## src/rtl/counter_bank_if.sv

```systemverilog
// Bus bundle for counter_bank: per-channel control codes and load values in,
// register values, status flags and event pulses out.
// "event" is a reserved word in SystemVerilog, so the event output is named event_pulse.
interface counter_bank_if #(
  parameter int DATA_WIDTH = 8,
  parameter int CHANNELS   = 4,
  parameter int CTRL_WIDTH = 3
);

  logic [CHANNELS*CTRL_WIDTH-1:0] ctrl;
  logic [CHANNELS*DATA_WIDTH-1:0] data_input;
  logic [DATA_WIDTH-1:0]          step;
  logic [1:0]                     mode;
  logic [CHANNELS*DATA_WIDTH-1:0] data_output;
  logic [CHANNELS-1:0]            zero;
  logic [CHANNELS-1:0]            max;
  logic [CHANNELS-1:0]            event_pulse;

  // The controller drives codes and operands and observes the bank.
  modport master (
    output ctrl, data_input, step, mode,
    input  data_output, zero, max, event_pulse
  );

  // The bank consumes codes and operands and reports its state.
  modport slave (
    input  ctrl, data_input, step, mode,
    output data_output, zero, max, event_pulse
  );

endinterface

```

## src/rtl/counter_bank.sv

```systemverilog
// Bank of independent control-coded registers.
// Each channel can hold, clear, load, or step up/down by a shared amount.
// Overflow handling is selectable as wrap, saturate or reload.
// A one-cycle event pulse marks each boundary crossing.
module counter_bank #(
  parameter int DATA_WIDTH = 8,
  parameter int CHANNELS   = 4,
  parameter int CTRL_WIDTH = 3
) (
  input logic           clk,
  input logic           rst,
  counter_bank_if.slave bus
);

  localparam logic [CTRL_WIDTH-1:0] CODE_NONE = CTRL_WIDTH'(0);
  localparam logic [CTRL_WIDTH-1:0] CODE_CLR  = CTRL_WIDTH'(1);
  localparam logic [CTRL_WIDTH-1:0] CODE_LOAD = CTRL_WIDTH'(2);
  localparam logic [CTRL_WIDTH-1:0] CODE_INCR = CTRL_WIDTH'(3);
  localparam logic [CTRL_WIDTH-1:0] CODE_DECR = CTRL_WIDTH'(4);

  localparam logic [DATA_WIDTH-1:0] ALL_ONES = '1;

  // Mode 3 is not a distinct behaviour; it falls back to wrapping.
  typedef enum logic [1:0] {
    MODE_WRAP     = 2'd0,
    MODE_SATURATE = 2'd1,
    MODE_RELOAD   = 2'd2,
    MODE_WRAP_ALT = 2'd3
  } mode_e;

  mode_e mode_sel;

  logic [DATA_WIDTH-1:0] value_q    [CHANNELS];
  logic [CHANNELS-1:0]   event_q;

  assign mode_sel = mode_e'(bus.mode);

  for (genvar ch = 0; ch < CHANNELS; ch++) begin : g_channel

    logic [CTRL_WIDTH-1:0] code;
    logic [DATA_WIDTH-1:0] load_value;
    logic [DATA_WIDTH:0]   sum;
    logic [DATA_WIDTH:0]   diff;
    logic                  overflow;
    logic                  underflow;
    logic [DATA_WIDTH-1:0] next_value;
    logic                  next_event;

    assign code       = bus.ctrl[ch*CTRL_WIDTH +: CTRL_WIDTH];
    assign load_value = bus.data_input[ch*DATA_WIDTH +: DATA_WIDTH];

    // The extra top bit of the widened sum/difference is the carry/borrow.
    // A zero step can therefore never signal a crossing.
    assign sum       = {1'b0, value_q[ch]} + {1'b0, bus.step};
    assign diff      = {1'b0, value_q[ch]} - {1'b0, bus.step};
    assign overflow  = sum[DATA_WIDTH];
    assign underflow = diff[DATA_WIDTH];

    // Decode the channel's control code into its next value and event flag.
    always_comb begin
      next_value = value_q[ch];
      next_event = 1'b0;
      case (code)
        CODE_NONE: next_value = value_q[ch];
        CODE_CLR:  next_value = '0;
        CODE_LOAD: next_value = load_value;
        CODE_INCR: begin
          if (overflow) begin
            next_event = 1'b1;
            case (mode_sel)
              MODE_SATURATE: next_value = ALL_ONES;
              MODE_RELOAD:   next_value = '0;
              default:       next_value = sum[DATA_WIDTH-1:0];
            endcase
          end else begin
            next_value = sum[DATA_WIDTH-1:0];
          end
        end
        CODE_DECR: begin
          if (underflow) begin
            next_event = 1'b1;
            case (mode_sel)
              MODE_SATURATE: next_value = '0;
              MODE_RELOAD:   next_value = load_value;
              default:       next_value = diff[DATA_WIDTH-1:0];
            endcase
          end else begin
            next_value = diff[DATA_WIDTH-1:0];
          end
        end
        default: next_value = value_q[ch];
      endcase
    end

    // Register the channel value and its event pulse.
    // Both clear asynchronously on reset.
    always_ff @(posedge clk or posedge rst) begin
      if (rst) begin
        value_q[ch] <= '0;
        event_q[ch] <= 1'b0;
      end else begin
        value_q[ch] <= next_value;
        event_q[ch] <= next_event;
      end
    end

  end

  // Pack register values onto the bus.
  // The status flags come straight off the registers with no extra latency.
  always_comb begin
    bus.data_output = '0;
    bus.zero        = '0;
    bus.max         = '0;
    for (int ch = 0; ch < CHANNELS; ch++) begin
      bus.data_output[ch*DATA_WIDTH +: DATA_WIDTH] = value_q[ch];
      bus.zero[ch] = (value_q[ch] == '0);
      bus.max[ch]  = (value_q[ch] == ALL_ONES);
    end
  end

  assign bus.event_pulse = event_q;

endmodule
```

## src/flat_wrapper.sv

```systemverilog
// flat-port wrapper written by rule: the top's interface ports become plain ports
module counter_bank_flat 
#(
  parameter int DATA_WIDTH = 8,
  parameter int CHANNELS   = 4,
  parameter int CTRL_WIDTH = 3
)
  (clk, rst, bus_ctrl, bus_data_input, bus_step, bus_mode, bus_data_output, bus_zero, bus_max, bus_event_pulse);
  counter_bank_if #(.DATA_WIDTH(DATA_WIDTH), .CHANNELS(CHANNELS), .CTRL_WIDTH(CTRL_WIDTH)) bus_i ();
  input logic clk;
  input logic rst;
  input wire logic [$bits(bus_i.ctrl)-1:0] bus_ctrl;
  input wire logic [$bits(bus_i.data_input)-1:0] bus_data_input;
  input wire logic [$bits(bus_i.step)-1:0] bus_step;
  input wire logic [$bits(bus_i.mode)-1:0] bus_mode;
  output wire logic [$bits(bus_i.data_output)-1:0] bus_data_output;
  output wire logic [$bits(bus_i.zero)-1:0] bus_zero;
  output wire logic [$bits(bus_i.max)-1:0] bus_max;
  output wire logic [$bits(bus_i.event_pulse)-1:0] bus_event_pulse;
  assign bus_i.ctrl = bus_ctrl;
  assign bus_i.data_input = bus_data_input;
  assign bus_i.step = bus_step;
  assign bus_i.mode = bus_mode;
  assign bus_data_output = bus_i.data_output;
  assign bus_zero = bus_i.zero;
  assign bus_max = bus_i.max;
  assign bus_event_pulse = bus_i.event_pulse;
  counter_bank #(.DATA_WIDTH(DATA_WIDTH), .CHANNELS(CHANNELS), .CTRL_WIDTH(CTRL_WIDTH)) u_core (.clk(clk), .rst(rst), .bus(bus_i));
endmodule
```

## config.mk

```make
export PLATFORM = sky130hd
export DESIGN_NAME = counter_bank_flat
export DESIGN_NICKNAME = d
export VERILOG_FILES = /design/src/rtl/counter_bank_if.sv /design/src/rtl/counter_bank.sv /design/src/flat_wrapper.sv
export SDC_FILE = /design/constraint.sdc
export NUM_CORES = 1
export LEC_CHECK = 0
export CORE_MARGIN = 5
export CORE_UTILIZATION = 59
export DETAILED_ROUTE_END_ITERATION = 16
export GPL_ROUTABILITY_DRIVEN = 0
export PLACE_DENSITY_LB_ADDON = 0.1
export RECOVER_POWER = 100
export SYNTH_ARGS = -nofsm -noshare
export SYNTH_HDL_FRONTEND = slang
export SYNTH_SLANG_ARGS = --single-unit
```

## constraint.sdc

```tcl
create_clock -name clk -period 5.5 [get_ports clk]
set_clock_uncertainty 0.1 [all_clocks]
set_input_delay 0.825 -clock clk [delete_from_list [all_inputs] [get_ports clk]]
set_output_delay 0.825 -clock clk [all_outputs]
set_load 0.05 [all_outputs]
```

# == After elaboration in Yosys (flattened, before gate mapping) ==
# Cells that the tools add are included.
# Widths: inputs -> output; s select.
# totals
ff_bits,36
output_inout_bits,44
elab_cells,78
# classes
n_addsub,8
eq_ne,22
mux,32
reduce_logical,8
# op_table
operator,count
$pmux 8 s2,8
$pmux 8 s4,4
$mux 8,8
$add 8x8->9,4
$sub 8x8->9,4
$eq 8x8->1 const B,4
$logic_not 8->1,4
$eq 3x2->1 const B,8
$reduce_bool 4->1,4
$eq 3x1->1 const B,4
$eq 3x3->1 const B,4
$mux 1,8
$pmux 1 s2,4
$eq 2x1->1 const B,1
$eq 2x2->1 const B,1

# == Depth between registers and ports, before layout ==
# Gate-level depths: netlist (run 1).
# depth
depth_word,4
mapped_depth,10
depth_no_buf,10

# == Worst setup path before layout (run 1) ==
# Ideal clock, no wire load.
# synth_path
path_type,input -> register
from,input bus_step[1]
to,"register u_core.value_q, in the netlist u_core.bus.data_output[26]"
setup_ns,0.087
t_arrival_ns,2.818
required_time_ns,5.313
setup_slack_ns,2.495
path_stages,8
path_buffers,0
path_cell_list,inv_1 -> fa_1 -> a21o_1 -> a41oi_1 -> a31oi_2 -> nor3_4 -> mux2_2 -> o211ai_1
# synth_between
elab_chain_len,4
elab_cells_between_ends,7
# synth_rtl
item,line,text
start: declaration,flat_wrapper.sv:14,input wire logic [$bits(bus_i.step)-1:0] bus_step;
$sub 8x8->9 or $add 8x8->9 (tied branches),"counter_bank.sv:55, counter_bank.sv:54",
"$pmux 8 s2, on equally long branches","counter_bank.sv:82, counter_bank.sv:70",
"$mux 8, on equally long branches","counter_bank.sv:80, counter_bank.sv:68",
$pmux 8 s4 (*),counter_bank.sv:63,case (code)
end signal: indexed assignment,counter_bank.sv:102,value_q[ch] <= next_value;
end: declaration,counter_bank.sv:33,logic [DATA_WIDTH-1:0] value_q [CHANNELS];
# Mark *: on every way between the ends. The rest lies on a longest branch, timed or not.
# A chain may end at the register's enable or synchronous reset.

# == Final worst setup path (run 1) ==
# layout_path
from,input bus_step[0]
to,"register u_core.value_q, in the netlist u_core.bus.data_output[2]"
# The elaborated chain is that of the path after synthesis.

==> results_dict.tcl, run 1 <==
set metrics [dict create \
    run_status "complete, but fails checks" \
    violations "max-capacitance violations, max-slew violations" \
    crit_type "input pin to flip-flop" \
    r2r-end "u_core.bus.data_output[2]" \
    grt_overflow 0 \
    slew_headroom -0.407 \
    firstDrtPassIters 5 \
    crit_slowest_cell "dlygate4sd3_1" \
    fillers 745 \
    r2r_slack_ns 2.06 \
    avgSynthCellArea_um2 8.52 \
    die_x_um 106 \
    cts.sinks 36 \
    ys.flop_type "dfrtp_1" \
    synth_nets 777 \
    ys_seq_elements 36 \
    numCtsBuffers 5 \
    timing.fmax_ghz 0.228 \
    cts_hold_buffers 0 \
    syn_area_mm2 0.00548 \
    cts-root-buf "clkbuf_8" \
    period_share 0.798 \
    cp-end-kind "flip-flop" \
    antenna_found_initial 0 \
    utilization 0.712 \
    max_stage_delay_ns 0.89 \
    drive_gt1_frac 0.0496 \
    holdWs_ns 0.576 \
    path_clk_slew_ns 0.09 \
    globalRouteTotalUtil 0.285 \
    syn_to_final_growth_pct 18.8 \
    grt_pass1_wl_um 26700 \
    clk_latency_ns 0.30 \
    ios 100 \
    ir_drop_mv 0.272 \
    cts_setup_buffers 0 \
    cts_resized 0 \
    diodes 0 \
    synthTopCellsByArea "dfrtp_1, ha_1, xor2_1" \
    placementRows 35 \
    hold_path.class "flip-flop to flip-flop" \
    clk_path_buf_depth 2 \
    tightest_slew_ns 2.11 \
    rsz0062_at_grt "no" \
    nets 859 \
    final-setup-viol-count 0 \
    power_leakage_nw 2.89 \
    io_buffers 99 \
    synth-edff-count 0 \
    hold_viol_final 0 \
    drc 0 \
    crit_chain "dlygate4sd3_1, ha_1, inv_1, fa_1, a211oi_1, o21bai_2, a2111oi_0, o211ai_2, a21oi_4, a221o_1" \
    whs_path_depth 2 \
    detail_route.wl_per_cell_um 19.5 \
    dp_hpwl_um 12800 \
    wl_um 16300 \
    p_per_area_mw_per_mm2 450 \
    critPathMaxFanout 12 \
    critPathLaunch "bus_step[0]" \
    cts_tree "done" \
    drtIter0Drc 315 \
    yosysTopAreaCellShare 0.164 \
    met2_length_um 7740 \
    dieArea_mm2 0.0113 \
    core-area_mm2 0.00915 \
    place_area_mm2 0.00650 \
    seq_area_frac_synth 0.164 \
    rr_worst_depth 10 \
    yosysUniqueCellTypes 78 \
    viasPerCell 6.52 \
    wl_met1_um 7020 \
    htree_levels 2 \
    max-cap-violations 1 \
    synthArstFlopShare 1.00 \
    synthCells 643 \
    antenna_left 0 \
    critPathLaunchType "input pin" \
    wl_met3_um 1240 \
    yosysTopAreaCell "dfrtp_1" \
    top_layer_used "met4" \
    timing.critical_path.to "u_core.bus.data_output[2]" \
    yosysWarnings 0 \
    period_needed_ns 4.39 \
    die_h_um 106 \
    regToRegStartpoint "u_core.bus.data_output[0]" \
    crit_required_ns 5.63 \
    final_area_mm2 0.00651 \
    grt_pass1_vias 5572 \
    arrival_ns 4.52 \
    grt_start_max_net_pins 37 \
    start_util 0.599 \
    vias 5460 \
    maxSlewViolCount 37 \
    setup_tns_ns 0 \
]
-- per-stage QoR --
| step | cells | total power [W] | setup slack [ns] |
|---|---|---|---|
| detailed placement | 829 | 0.00276 | 1.35 |
| CTS | 837 | 0.00298 | 1.66 |
| finish | 837 | 0.00293 | 1.11 |
| global placement | 829 | 0.00271 | 1.50 |
| floorplan | 643 | 0.00218 | 2.50 |
| global route | 837 | 0.00313 | 0.803 |
-- Yosys cell counts, drive strengths merged, types with 4 or more instances --
| master | count |
|---|---|
| nor3 | 25 |
| a2bb2oi | 11 |
| o31ai | 6 |
| o311ai | 4 |
| or4 | 8 |
| o211ai | 24 |
| xnor2 | 21 |
| buf | 15 |
| nor2b | 21 |
| or3 | 7 |
| o2111ai | 6 |
| or2 | 6 |
| o21bai | 8 |
| a211o | 6 |
| nand3 | 11 |
| nand3b | 9 |
| o21ai | 37 |
| a22oi | 20 |
| inv | 39 |
| ha | 70 |
| o21ba | 4 |
| fa | 8 |
| mux2 | 9 |
| a22o | 11 |
| a2111oi | 6 |
| o31a | 4 |
| xor2 | 24 |
| a21oi | 25 |
| clkbuf | 11 |
| nor2 | 38 |
| dfrtp | 36 |
| nand2b | 17 |
| nand4 | 9 |
| a31oi | 9 |
| nand2 | 23 |
| a21o | 16 |
-- power by group --
| part | internal [W] | switching [W] |
|---|---|---|
| Clock | 0.0000887 | 0.000114 |
| Sequential | 0.000352 | 0.000197 |
| Combinational | 0.000885 | 0.00129 |
-- state kept, by name, indices dropped and copies added, names as in the netlist --
signal	count
u_core.bus.data_output	32
u_core.bus.event_pulse	4
-- cell families after synthesis --
| group | Yosys count | synth area share |
|---|---|---|
| AND/OR/NAND/NOR | 189 | 0.195 |
| AO/OA/AOI/OAI | 219 | 0.308 |
| flip-flops | 36 | 0.164 |
| multiplexers | 11 | 0.0228 |
| buffers and inverters | 65 | 0.0495 |
| XOR/XNOR | 45 | 0.0719 |
| adder cells (fa/ha/maj) | 78 | 0.189 |
-- area by class of cell --
cell class | count | area (µm²) | area share
clock inverter | 3 | 18.8 | 0.00288
tap | 111 | 139 | 0.0213
clock buffer | 5 | 68.8 | 0.0106
multi-input combinational | 542 | 4240 | 0.651
timing repair buffer | 101 | 1000 | 0.154
sequential | 36 | 901 | 0.138
inverter | 39 | 146 | 0.0225
-- worst min-delay path by stage --
stage / slack, ns / to / from
2_1_floorplan: 0.74 / u_core.bus.data_output[21] / u_core.bus.data_output[21]
3_3_place_gp: 0.52 / u_core.bus.data_output[24] / u_core.bus.data_output[24]
3_5_place_dp: 0.55 / u_core.bus.data_output[28] / u_core.bus.data_output[28]
4_1_cts: 0.57 / u_core.bus.data_output[28] / u_core.bus.data_output[28]
5_1_grt: 0.62 / u_core.bus.data_output[29] / u_core.bus.data_output[29]
6_report: 0.58 / u_core.bus.data_output[24] / u_core.bus.data_output[24]
-- per-layer routing --
layer,up-vias,track usage
met5,-,0
met4,0,0.0897
met3,29,0.0498
met2,239,0.476
met1,2612,0.375
li1,2580,-
-- critical path: cells and delay by family --
| kind | cells | cell delay, ns |
|---|---|---|
| buffers and inverters | 2 | 0.95 |
| AO/OA/AOI/OAI | 6 | 2.05 |
| adder cells (fa/ha/maj) | 2 | 0.69 |
-- layout by cell type (no fill, tap or decap), types with 16 or more instances in the layout --
cell	n
a22oi_1	20
a21o_1	16
o21ai_0	36
dfrtp_1	36
nor3_1	24
xor2_1	24
clkdlybuf4s50_1	52
a21oi_1	21
nor2_1	38
o211ai_1	23
ha_1	70
nand2b_1	16
nand2_1	23
dlygate4sd3_1	47
inv_1	39
nor2b_1	21
xnor2_1	21
Power figures use the tool's default switching activity.
==> run 2: changes to the inputs <==
--- a/config.mk
+++ b/config.mk
@@ -6,7 +6,7 @@
 export NUM_CORES = 1
 export LEC_CHECK = 0
 export CORE_MARGIN = 5
-export CORE_UTILIZATION = 59
+export CORE_UTILIZATION = 49
 export DETAILED_ROUTE_END_ITERATION = 16
 export GPL_ROUTABILITY_DRIVEN = 0
 export PLACE_DENSITY_LB_ADDON = 0.1
==> constraint.sdc (replaced) <==
create_clock -name clk -period 3.7 [get_ports clk]
set_clock_uncertainty 0.1 [all_clocks]
set_input_delay 0.555 -clock clk [delete_from_list [all_inputs] [get_ports clk]]
set_output_delay 0.555 -clock clk [all_outputs]
set_load 0.05 [all_outputs]
==> results_dict.tcl, run 2 (synthesis results as in run 1) <==
set metrics [dict create \
    dp_hpwl_um 13600 \
    r2r_slack_ns 0.70 \
    p_comb_frac 0.745 \
    timing.final.ws_setup_ns 0.221 \
    regToRegStartpoint "u_core.bus.data_output[24]" \
    die_h_um 116 \
    numCtsBuffers 5 \
    clockPowerShare 0.070 \
    arrival_ns 3.60 \
    cts.sinks 36 \
    p_int_w 0.00201 \
    drive_gt1_frac 0.0677 \
    most-common-layout-cells "ha_1, clkdlybuf4s50_1, dlygate4sd3_1" \
    cts_setup_buffers 0 \
    antenna_found_initial 0 \
    critPathMaxFanout 8 \
    cts-root-buf "clkbuf_8" \
    diodes 0 \
    crit_chain "dlygate4sd3_1, clkbuf_1, ha_1, inv_1, fa_1, o21bai_1, nor4b_1, or3_1, and3b_1, o21ai_0, o211ai_1" \
    period_needed_ns 3.48 \
    slew_headroom 0.305 \
    wl_um 17300 \
    start_util 0.503 \
    critPathLaunch "bus_step[0]" \
    cts_tree "done" \
    utilization 0.613 \
    cts_hold_buffers 0 \
    grt_overflow 0 \
    critPathLaunchType "input pin" \
    place_ws_ns 0.0861 \
    tightest_slew_ns 1.04 \
    max-cap-violations 0 \
    final-setup-viol-count 0 \
    hold_viol_final 0 \
    firstDrtPassIters 5 \
    timing.fmax_ghz 0.287 \
    run_status "finished clean" \
    p_switching_w 0.00243 \
    largest_reg_flops 32 \
    maxSlewViolCount 0 \
    fillers 987 \
    swShare 0.548 \
    cts_resized 0 \
    htree_levels 2 \
    max_stage_delay_ns 0.73 \
    placementRows 38 \
    core-area_mm2 0.0109 \
    hold_path.class "flip-flop to flip-flop" \
    antenna_left 0 \
    path_clk_slew_ns 0.08 \
    rsz0062_at_grt "no" \
    p_per_area_mw_per_mm2 665 \
    io_buffers 99 \
    detail_route.wl_per_cell_um 19.7 \
    crit_required_ns 3.82 \
    grt_pass1_wl_um 27400 \
    grt_pass1_vias 5351 \
    final_common_cell "ha_1" \
    ios 100 \
    vias 5450 \
    drc 0 \
    viasPerCell 6.20 \
    timing.critical_path.to "u_core.bus.data_output[18]" \
    period_share 0.940 \
    power_frac_seq 0.185 \
    globalRouteTotalUtil 0.257 \
    nets 872 \
    die_x_um 116 \
    crit_slowest_cell "dlygate4sd3_1" \
    grt_start_max_net_pins 20 \
    power_leakage_nw 2.94 \
    clk_path_buf_depth 2 \
    drtIter0Drc 465 \
    r2r-end "u_core.bus.data_output[30]" \
    crit_type "input pin to flip-flop" \
    ir_drop_mv 0.351 \
    syn_to_final_growth_pct 21.8 \
    holdWs_ns 0.561 \
    setup_tns_ns 0 \
    cp-end-kind "flip-flop" \
    rr_worst_depth 10 \
    dieArea_mm2 0.0134 \
    clk_latency_ns 0.31 \
]
-- run 2: critical path: cells and delay by family --
family	cells	cell delay, ns
AOI/OAI and AO/OA	3	0.45
and+or+nand+nor	3	0.87
adders and majority gates	2	0.61
buffers and inverters	3	1.10
-- run 2: area by class of cell --
class	instances	area [µm²]	share of cell area
Multi-Input combinational cell	542	4270	0.640
Inverter	39	146	0.0219
Tap cell	140	175	0.0262
Clock inverter	3	18.8	0.00281
Clock buffer	5	68.8	0.0103
Sequential cell	36	901	0.135
Timing Repair Buffer	114	1100	0.164
-- run 2: worst min-delay path by stage --
stage	startpoint	endpoint	slack [ns]	cells past startpoint
after floorplan	bus_data_input[4]	u_core.bus.data_output[4]	0.58	1
after global placement	u_core.bus.data_output[30]	u_core.bus.data_output[30]	0.55	2
after detailed placement	u_core.bus.data_output[21]	u_core.bus.data_output[21]	0.55	2
after CTS	u_core.bus.data_output[21]	u_core.bus.data_output[21]	0.57	2
after global routing	u_core.bus.data_output[21]	u_core.bus.data_output[21]	0.64	2
final	u_core.bus.data_output[21]	u_core.bus.data_output[21]	0.56	2
-- run 2: power by group through the flow --
stage | clock network, W | logic (W) | registers, W
2_1_floorplan | 0 | 0.00205 | 0.00119
3_3_place_gp | 0 | 0.00328 | 0.000818
5_1_grt | 0.000323 | 0.00357 | 0.000843
3_5_place_dp | 0 | 0.00334 | 0.000827
6_report | 0.000311 | 0.00331 | 0.000823
4_1_cts | 0.000311 | 0.00337 | 0.000821
-- run 2: layer usage --
layer	share of wire	global-route usage	wire length [µm]	vias to the layer above
met5	0	0	0	-
met4	0.025	0.0828	433	0
met3	0.052	0.0272	894	27
met2	0.47	0.435	8190	188
met1	0.45	0.344	7770	2626
li1	-	-	-	2609
-- run 2: per-stage QoR --
| step | cells | total power (W) | area (µm²) |
|---|---|---|---|
| detailed placement | 871 | 0.00416 | 6630 |
| global placement | 871 | 0.00410 | 6630 |
| global route | 879 | 0.00474 | 6680 |
| CTS | 879 | 0.00450 | 6720 |
| finish | 879 | 0.00444 | 6680 |
| floorplan | 643 | 0.00324 | 5480 |
